**config.mk**
```make
export PLATFORM = sky130hd
export DESIGN_NAME = priority_gen
export DESIGN_NICKNAME = d
export VERILOG_FILES = /design/src/rtl/priority_gen.sv
export SDC_FILE = /design/constraint.sdc
export NUM_CORES = 1
export LEC_CHECK = 0
export CAP_MARGIN = 5
export CORE_AREA = 8 8 45 47
export CTS_BUF_LIST = sky130_fd_sc_hd__clkbuf_8
export DETAILED_ROUTE_END_ITERATION = 8
export DIE_AREA = 0 0 53 55
export PLACE_DENSITY = 0.42
export SYNTH_ARGS = -nofsm -noshare
export SYNTH_HDL_FRONTEND = slang
export SYNTH_SLANG_ARGS = --single-unit
```
**constraint.sdc**
```tcl
create_clock -name clk -period 1.65 [get_ports clk]
set_input_delay 0.33 -clock clk [delete_from_list [all_inputs] [get_ports clk]]
set_output_delay 0.33 -clock clk [all_outputs]
set_load 0.02 [all_outputs]
```
**src/rtl/priority_gen.sv**
```systemverilog
`default_nettype none
// ============================================================================
// Module   : priority_gen
// Purpose  : Free-running priority square-wave generator. A cycle counter
//            runs 0..PRIORITY_TIME-1. The registered priority output inverts
//            each time the counter wraps, which gives PRIORITY_TIME cycles
//            low followed by PRIORITY_TIME cycles high.
// Params   : PRIORITY_TIME - clock cycles per priority phase (1 .. 65536)
// Ports    : clk        - clock; all state changes on its rising edge
//            rst        - synchronous active-high reset
//            o_priority - registered square wave. The name is prefixed
//                         because `priority` is a reserved word.
//            o_count    - current counter value (PRIORITY_GEN_STATUS_EN only)
//            o_wrap     - one-cycle pulse in the cycle after each toggle
//                         (PRIORITY_GEN_STATUS_EN only)
// Macro    : PRIORITY_GEN_STATUS_EN - adds the o_count and o_wrap status
//            outputs. Priority timing is the same with or without it.
// Revision : 1.0 - initial release
// ============================================================================
module priority_gen #(
    parameter int  PRIORITY_TIME = 20,
    localparam int CW = ($clog2(PRIORITY_TIME) > 1) ? $clog2(PRIORITY_TIME) : 1
) (
    input  logic          clk,
    input  logic          rst,
`ifdef PRIORITY_GEN_STATUS_EN
    output logic [CW-1:0] o_count,
    output logic          o_wrap,
`endif
    output logic          o_priority
);

    // Terminal count. The counter wraps to zero here and never reaches 2^CW.
    localparam logic [CW-1:0] c_last_cnt = CW'(PRIORITY_TIME - 1);

    if ((PRIORITY_TIME < 1) || (PRIORITY_TIME > 65536)) begin : g_param_check
        $error("priority_gen: PRIORITY_TIME=%0d outside legal range 1..65536",
               PRIORITY_TIME);
    end

    logic [CW-1:0] r_cnt_q;
    logic [CW-1:0] w_cnt_d;
    logic          r_prio_q;
    logic          w_prio_d;
    logic          w_at_last;

    always_comb begin
        w_at_last = (r_cnt_q == c_last_cnt);
        w_cnt_d   = w_at_last ? '0 : (r_cnt_q + CW'(1));
        // The phase flips on the same edge that the counter wraps.
        w_prio_d  = r_prio_q ^ w_at_last;
    end

    always_ff @(posedge clk) begin
        if (rst) begin
            r_cnt_q  <= '0;
            r_prio_q <= 1'b0;
        end else begin
            r_cnt_q  <= w_cnt_d;
            r_prio_q <= w_prio_d;
        end
    end

    assign o_priority = r_prio_q;

`ifdef PRIORITY_GEN_STATUS_EN
    logic r_wrap_q;
    logic w_wrap_d;

    // The pulse is registered from the same condition that toggles priority.
    // It is therefore high during the first cycle of each new phase.
    always_comb begin
        w_wrap_d = w_at_last;
    end

    always_ff @(posedge clk) begin
        if (rst) begin
            r_wrap_q <= 1'b0;
        end else begin
            r_wrap_q <= w_wrap_d;
        end
    end

    assign o_count = r_cnt_q;
    assign o_wrap  = r_wrap_q;
`endif

endmodule
`default_nettype wire

```
==> metrics, run 1 <==
row cnt=14; Die Span Y=55 um; I/O Buffers=2; Tmin final=1.51 ns; Cell Chain, Critical Path=clkdlybuf4s50_1; # H-tree levels=1; hold_buf cts=0; worst-margin pin slew=0.212 ns; starting density of the core=17.9%; vias in the first global route=188; Rel. slew slack=85.8%; Die W=53 um; Worst setup EP type=output pin; largest cells by area after synthesis=dfxtp_1 (48%), nor2_1 (7.6%), xnor2_1 (7.1%), and4bb_1 (5.1%), ha_1 (5.1%); met3 global-route usage=4.28%; clk root buf=clkbuf_8; most common cell in the synthesized netlist=dfxtp_1; CTS clk-pin slew, worst paths=0.04 ns; WHS=0.443 ns; core area=1380 sq um; Die Area=2920 sq um; share of the yosys chip area belonging to registers=48.5%; largest net degree at the start of global routing=7; Post-Synth Adder-Cell Area=5.05%; first-pass GRT wire length=800 um; dpl cells=43; share of the synthesized area in the top cell type=48.5%; Hold WC Path Type=reg2reg; CP delay by family, top=buffers and inverters; # resized after CTS=0; DRC Markers=0; Avg Cell Area, Syn=9.91 sq um; Peak supply drop=0.433 mV; CP Class=reg2out; syn nets=28; vias per cell=4.00; clock latency at the later pin of the worst-skew pair=0.22 ns; max incr delay on CP=0.61 ns; average wire per standard cell=9.50 um; setup tns final=0 ns; r2r worst-path depth=4; final hold viol count=0; Slew Viols, Final=0; status=completed; routability cong.=0.588; Max Root-Sink Buffers=2; FF+latch area=120 sq um; Top-Level Pins=3; ratio of cells with drive above 1 in the final layout=16.7%; post-synthesis mux area share=0%; antenna viol nets, final=0; Synth Area in XOR/XNOR=10.6%; slowest CP cell=clkdlybuf4s50_1; ANT cells=0; Yosys top cell by area=dfxtp_1; multi-input logic area=120 sq um; synth unique cells=14; Post-Synthesis Cells=25; main combinational cell family by area after synthesis=simple AND/OR/NAND/NOR gates; simple-gate share of the synthesized area=28.3%; met2 usage in global routing=4.69%; initial antenna violation count=0; hpwl dp=317 um; max_cap viols=0; fin crit share=91.4%; Yosys warning count=0; CP Buf/Inv Count=1; EDFF count, synth=0; Synth top cells by count=dfxtp_1 (6), nor2_1 (5), inv_1 (2), xnor2_1 (2); worst path required time=1.32 ns; Starting DRT DRC Count=0; via count=184; crit path DAT=1.18 ns; synthesized flop and latch total=6; CTS sink count=6; Post-Route WL=437 um; PwrDens=1200 nW/um^2; final net count=35; Pleak=0.127 nW; ys async rst share=0%; CTS tree=built; grt met1 use=4.12%; critical path depth in cells=1; compound-gate portion of the synthesized area=4.55%; final std cells w/o fill=46; top_reg_cell synth=dfxtp_1; final setup fails=0; gr busiest metal=met4; Crit Path Max Fanout=2; RSZ-0062 raised after global routing=no; Setup Fix Bufs, Post-CTS=0; CTS buffer count=3; fillers=157; WHS Path Cells=1; Clock Skews=0.00440 ns; Post-Synthesis Cell Area=248 sq um; Area Growth Syn to Fin=32.8%; Max Fclk=663 MHz; gr ovfl total=0; All-Layer GR Usage=4.32%; startpoint types=register; drt pass-1 iters=1
==> state kept, by name, summed over array words and instances, names as in the netlist <==
name	cells
o_priority	1
r_cnt_q	5
==> worst reg2reg max path, cell delays in order, from the launching register on <==
cell,delay [ns]
dfxtp_1,0.31
ha_1,0.25
and4bb_1,0.25
or2_4,0.26
nor2_1,0.10
==> area by class of cell <==
type                       instances  area share, %
sequential                         6           36.5
multi-input combinational         17           36.5
clock buffer                       3           12.5
timing repair buffer               2           6.08
tap                               16           6.08
inverter                           2           2.28
==> stage by stage <==
stage,cell area [sq um],worst slack [ns],util [%],power [mW]
after CTS,329,0.130,23.8,0.405
after detailed placement,288,0.373,20.8,0.179
after global placement,288,0.392,20.8,0.177
after floorplan,248,0.507,-,0.173
after global routing,329,0.0984,23.8,0.421
final,329,0.142,23.8,0.396
==> placed cells by master (no fill, tap or decap), drive strengths merged <==
| master | n |
|---|---|
| xor2 | 1 |
| and2b | 1 |
| dfxtp | 6 |
| clkbuf | 3 |
| a31oi | 1 |
| inv | 2 |
| nand3 | 1 |
| nand3b | 1 |
| or2 | 1 |
| nand4b | 1 |
| xnor2 | 2 |
| nor2 | 5 |
| clkdlybuf4s50 | 2 |
| ha | 1 |
| o21ai | 1 |
| and4bb | 1 |
==> power breakdown <==
part	leakage (nW)	switching [mW]	internal, mW
sequential	0.0490	0.00545	0.152
clock	0.0216	0.0624	0.157
combinational	0.0561	0.00828	0.0106
==> metal layers <==
| metal | share of wire (%) | vias to the layer above |
|---|---|---|
| met5 | 0 | - |
| met4 | 0 | 0 |
| met3 | 13 | 0 |
| met1 | 50 | 85 |
| met2 | 36 | 5 |
| li1 | - | 94 |
==> kinds of logic after synthesis <==
logic type | count (synthesis)
and+or+nand+nor | 11
adders and majority gates | 1
buffers and inverters | 2
xor gates and xnor gates | 3
AOI/OAI and AO/OA | 2
DFF | 6
==> path summary, 6_finish.rpt <==
kind         startpoint         end  slack, ns
min          r_cnt_q[0]  r_cnt_q[0]       0.44
max          o_priority  o_priority       0.14
max reg2reg  r_cnt_q[0]  r_cnt_q[3]       0.41
min reg2reg  r_cnt_q[0]  r_cnt_q[0]       0.44
Power figures use the tool's default switching activity.
==> run 2, diff against run 1 <==
ABC_CLOCK_PERIOD_IN_PS = 1650   (was unset)
==> results of run 2 <==
Final layout, timing and power as in run 1 (identical DEF).
==> run 3, diff against run 2 <==
ABC_CLOCK_PERIOD_IN_PS = unset   (was 1650)
clock period = 1.5 ns   (was 1.65 ns; I/O delays follow)
==> run 3 against run 2 <==
  * Sequential cell count unchanged
  * Via count is the same
  * Critical endpoint is now r_cnt_q[3]
  * Combinational power is 10% higher
  * Cell count stayed put
  * Critical path depth rose by 3
  * Clock power up 10%
  * Non-clock buffer count stayed put
  * Largest power group unchanged
  * Register-to-register slack got worse by 0.15 ns
  * Utilization is 0.18 points higher
  * Final area rose by 0.76%
  * Sequential power is 10% higher
  * Hold slack did not move
==> metrics, run 3 (synthesized netlist as in run 1, its figures left out) <==
status=completed; first-pass GRT wire length=800 um (unchanged); commonest non-fill, non-tap cell in the layout=dfxtp_1; # H-tree levels=1 (unchanged); routability cong.=0.588 (unchanged); CTS clk-pin slew, worst paths=0.04 ns (about the same); multi-input logic area=120 sq um (unchanged); CP Buf/Inv Count=0 (-1); worst-margin pin slew=0.228 ns (+0.0154 ns); Pleak=0.145 nW (+15%); WHS Path Cells=1 (unchanged); FF+latch area=120 sq um (unchanged); reg2reg end=r_cnt_q[3]; Cell Chain, Critical Path=ha_1 > and4bb_1 > or2_4 > nor2_1; slowest CP cell=dfxtp_1; fin crit share=82.3%; row cnt=14 (unchanged); final setup fails=0 (unchanged); Starting DRT DRC Count=0 (unchanged); All-Layer GR Usage=4.32% (unchanged); Max Root-Sink Buffers=2 (unchanged); startpoint types=register; Post-Route WL=439 um (+0.46%); CP delay by family, top=simple AND/OR/NAND/NOR gates; initial antenna violation count=0 (unchanged); Setup Fix Bufs, Post-CTS=0 (unchanged); Area Growth Syn to Fin=33.8%; hpwl dp=317 um (unchanged); most frequent cells in the layout=dfxtp_1 (6), nor2_1 (5), clkbuf_8 (3); max_cap viols=0 (unchanged); via count=184 (unchanged); CP Class=reg2reg; antenna viol nets, final=0 (unchanged); average wire per standard cell=9.54 um (+0.46%); max reg flops=5 (unchanged); CTS tree=built; placed cell areas=288 sq um (unchanged); vias per cell=4.00 (unchanged); clock latency at the later pin of the worst-skew pair=0.22 ns (about the same); final non-filler cell area=332 sq um (+0.76%); Crit Path Max Fanout=4 (+2); PwrDens=1310 nW/um^2 (+9.2%); RSZ-0062 raised after global routing=no; most flop-heavy register=r_cnt_q; Clock Skews=0.00440 ns (unchanged); starting density of the core=17.9% (unchanged); CTS buffer count=3 (unchanged); final hold viol count=0 (unchanged); Die W=53 um (unchanged); ANT cells=0 (unchanged); Die Span Y=55 um (unchanged); Rel. slew slack=84.8% (-1.0 points); max incr delay on CP=0.31 ns (-0.30 ns); gr ovfl total=0 (unchanged); final net count=35 (unchanged); core area=1380 sq um (unchanged); Worst setup EP type=register; r2r worst-path depth=4 (unchanged); Hold Crit Endpoint=r_cnt_q[0]; launching point of the worst reg2reg path=r_cnt_q[0]; Peak supply drop=0.476 mV (+10%); clk root buf=clkbuf_8; Worst R2R Setup Slack=0.26 ns (-0.15 ns); Top-Level Pins=3 (unchanged); fillers=155 (-1.3%); largest net degree at the start of global routing=7 (unchanged); worst path required time=1.66 ns (+0.34 ns); Tmin final=1.24 ns; Max Fclk=810 MHz; DRC Markers=0 (unchanged); Die Area=2920 sq um (unchanged); drt pass-1 iters=1 (unchanged); CTS sink count=6 (unchanged); Slew Viols, Final=0 (unchanged); Hold Path Origin=r_cnt_q[0]; vias in the first global route=188 (unchanged); setup tns final=0 ns (unchanged); ratio of cells with drive above 1 in the final layout=16.7% (unchanged); Hold WC Path Type=reg2reg; crit path DAT=1.39 ns (+0.21 ns); I/O Buffers=2 (unchanged)
[run 3: changes by cell type in the layout (fill, tap and decap cells not counted)]
cell and change:
dlymetal6s2s_1 +1, clkdlybuf4s50_1 -1
[run 3: worst max-delay path by stage]
stage               start          to  slack (ns)  depth (start not counted)
2_1_floorplan  r_cnt_q[0]  r_cnt_q[2]        0.36                          4
3_3_place_gp   o_priority  o_priority        0.27                          1
3_5_place_dp   o_priority  o_priority        0.25                          1
4_1_cts        o_priority  o_priority        0.01                          1
5_1_grt        r_cnt_q[0]  r_cnt_q[1]        0.19                          4
6_report       r_cnt_q[0]  r_cnt_q[3]        0.26                          4
[run 3: stage by stage]
| stage | cells | setup WS, ns | util, % | hold slack, ns | power [mW] |
|---|---|---|---|---|---|
| 4_1_cts | 46 | 0.0102 | 23.8 | 0.446 | 0.445 |
| 2_1_floorplan | 25 | 0.357 | - | 0.369 | 0.190 |
| 6_report | 46 | 0.265 | 24.0 | 0.443 | 0.436 |
| 3_3_place_gp | 43 | 0.272 | 20.8 | 0.427 | 0.195 |
| 5_1_grt | 46 | 0.191 | 24.0 | 0.476 | 0.463 |
| 3_5_place_dp | 43 | 0.253 | 20.8 | 0.437 | 0.197 |
[run 3: power by group]
group,switching [mW],leakage (nW),internal (mW),total [mW]
sequential,0.00600,0.0490,0.168,0.174
clock,0.0687,0.0216,0.172,0.241
combinational,0.00911,0.0749,0.0117,0.0208
total,0.0838,0.145,0.352,0.436
[run 3: final cells by class]
cell class / count / share of cell area [%]
repair buffers: 2 / 6.79
inverters: 2 / 2.26
well taps: 16 / 6.04
flip-flops and latches: 6 / 36.2
clock buffers: 3 / 12.5
multi-input cells: 17 / 36.2
[run 3: metal layers]
metal | wire [um] | global-route usage, % | up-vias
li1 | - | - | 94
met4 | 0 | 5.17 | 0
met3 | 59 | 4.28 | 0
met1 | 220 | 4.12 | 85
met5 | 0 | 0 | -
met2 | 160 | 4.69 | 5
[run 3: what timing repair did]
action / 4_1_cts / 5_1_grt
endpoints found under the setup margin: 0 / 1
hold buffers: 0 / 0
resized for setup: 0 / 1
==> variant (settings of run 2) <==
The parameter `PRIORITY_TIME` goes from 20 to 40.
--- a/src/rtl/priority_gen.sv
+++ b/src/rtl/priority_gen.sv
@@ -19,5 +19,5 @@
 // ============================================================================
 module priority_gen #(
-    parameter int  PRIORITY_TIME = 20,
+    parameter int  PRIORITY_TIME = 40,
     localparam int CW = ($clog2(PRIORITY_TIME) > 1) ? $clog2(PRIORITY_TIME) : 1
 ) (
Check against the original RTL: no difference found for any inputs over 10 cycles, from zero or initial values and one cycle with rst high; that may be too few to reach the edited logic, so the function may still have changed.
==> variant against run 2 <==
  * Design area rose by 16%
  * Clock power rose by 5%
  * Clock skew fell by 2.1 ps
  * Synthesized area rose by 15%
  * Total power rose by 8.7%
  * Sequential cell count rose by 1
  * Sequential share of layout area rose by 0.34 points
  * Worst hold slack improved by 51 ps
  * Wire length rose by 16%
  * Register-to-register slack got worse by 80 ps
  * Fmax fell by 0.30%
  * Final cell count rose by 11%
  * Worst setup slack got worse by 4.6 ps
==> variant: results (changes against run 2) <==
[drt]
top_layer_used=met4  ; was met3
wl_met1_um=205  ; was 220 µm
routed_wl_um=506  ; was 437 µm
drt_iter0_drc=1  ; was 0
met3_length_um=11  ; was 57 µm
met2_length_um=258  ; was 159 µm
vias=217  ; was 184
dr.pass1.iters=2  ; was 1

[status]
status=finished clean  ; unchanged

[power_and_ir_drop]
p_per_area_nw_per_um2=1130  ; was 1200 nW/µm²
combPwrFrac_pct=4.2  ; was 4.8%
switching_share_pct=19.3  ; was 19.2%
vdd_drop_max_uv=475  ; was 433 µV
powerSeq_uw=183  ; was 158 µW
p_leak_uw=0.000145  ; was 0.000127 µW

[yosys]
synth.distinct_cells=17  ; was 14
seq_area_frac_synth_pct=49.3  ; was 48.5%
syn-num-nets=31  ; was 28
synthTopCellsByArea=dfxtp_1 49%, xor2_1 6.2%, nor2_1 5.3%  ; was dfxtp_1 48%, nor2_1 7.6%, xnor2_1 7.1%
yosysWarnings=0  ; unchanged
yosys-top-cells-count=7 x dfxtp_1, 4 x nor2_1, 2 x nor3_1, 2 x xor2_1  ; was 6 x dfxtp_1, 5 x nor2_1, 2 x inv_1, 2 x xnor2_1
synthArstFlopShare_pct=0  ; unchanged
synth_cells=28  ; was 25

[global_routing]
grt_antenna_before_repair=0  ; unchanged
grt_util_met1_pct=4.57  ; was 4.12%
gr-usage-met3_pct=1.60  ; was 4.28%
grt_use_total_pct=5.09  ; was 4.32%
grt_pass1_vias=257  ; was 188
grt_max_degree=7  ; unchanged
grt_util_met2_pct=7.62  ; was 4.69%
grt_pass1_wl_um=1010  ; was 800 µm

[sta]
finalSetupViolations=0  ; unchanged
fin_skew_ps=2.33  ; was 4.40 ps
relSlewSlack_pct=85.2  ; was 85.8%

[placed_design]
dp.cells=47  ; was 43
portBuffers=2  ; unchanged
placed_area_um2=335  ; was 288 µm²
dpl_worst_slack_ps=342  ; was 373 ps
place_congestion=0.620  ; was 0.588
hpwlAfterDp_um=406  ; was 317 µm

[clock_network]
cts_buffers=3  ; unchanged
clock_latency_ps=230
h-tree-depth=1  ; unchanged
postCtsResizedCells=0  ; unchanged

[layout]
fill_cells=146  ; was 157
finalNonFillerCells=51  ; was 46
largest_reg_flops=6  ; was 5
layout.nets=39  ; was 35
drive_above_1_share_pct=22.9  ; was 16.7%
diodes=0  ; unchanged

[setup_path]
cp_max_fo=3  ; was 2
max_stage_delay_ps=620

-- variant: worst paths after layout --
kind | startpoint | endpoint | slack (ps) | cells after the start
min | r_cnt_q[0] | r_cnt_q[0] | 490 | 1
max reg2reg | r_cnt_q[0] | o_priority | 330 | 4
min reg2reg | r_cnt_q[0] | r_cnt_q[0] | 490 | 1
max | o_priority | o_priority | 140 | 1
-- variant: logic make-up after synthesis --
logic type               synth area share, %
flip-flops                              49.3
adder cells (fa/ha/maj)                 4.40
multiplexers                            3.96
AND/OR/NAND/NOR                         25.6
XOR/XNOR                                9.25
buffers and inverters                   1.32
AO/OA/AOI/OAI                           6.17
-- variant: final cells by class --
cell class,instances,area [µm²],area share [%]
clock buffer,3,41.3,10.9
multi-input combinational,20,140,36.8
tap,16,20.0,5.26
clock inverter,1,3.75,0.987
timing repair buffer,4,35.0,9.21
sequential,7,140,36.8
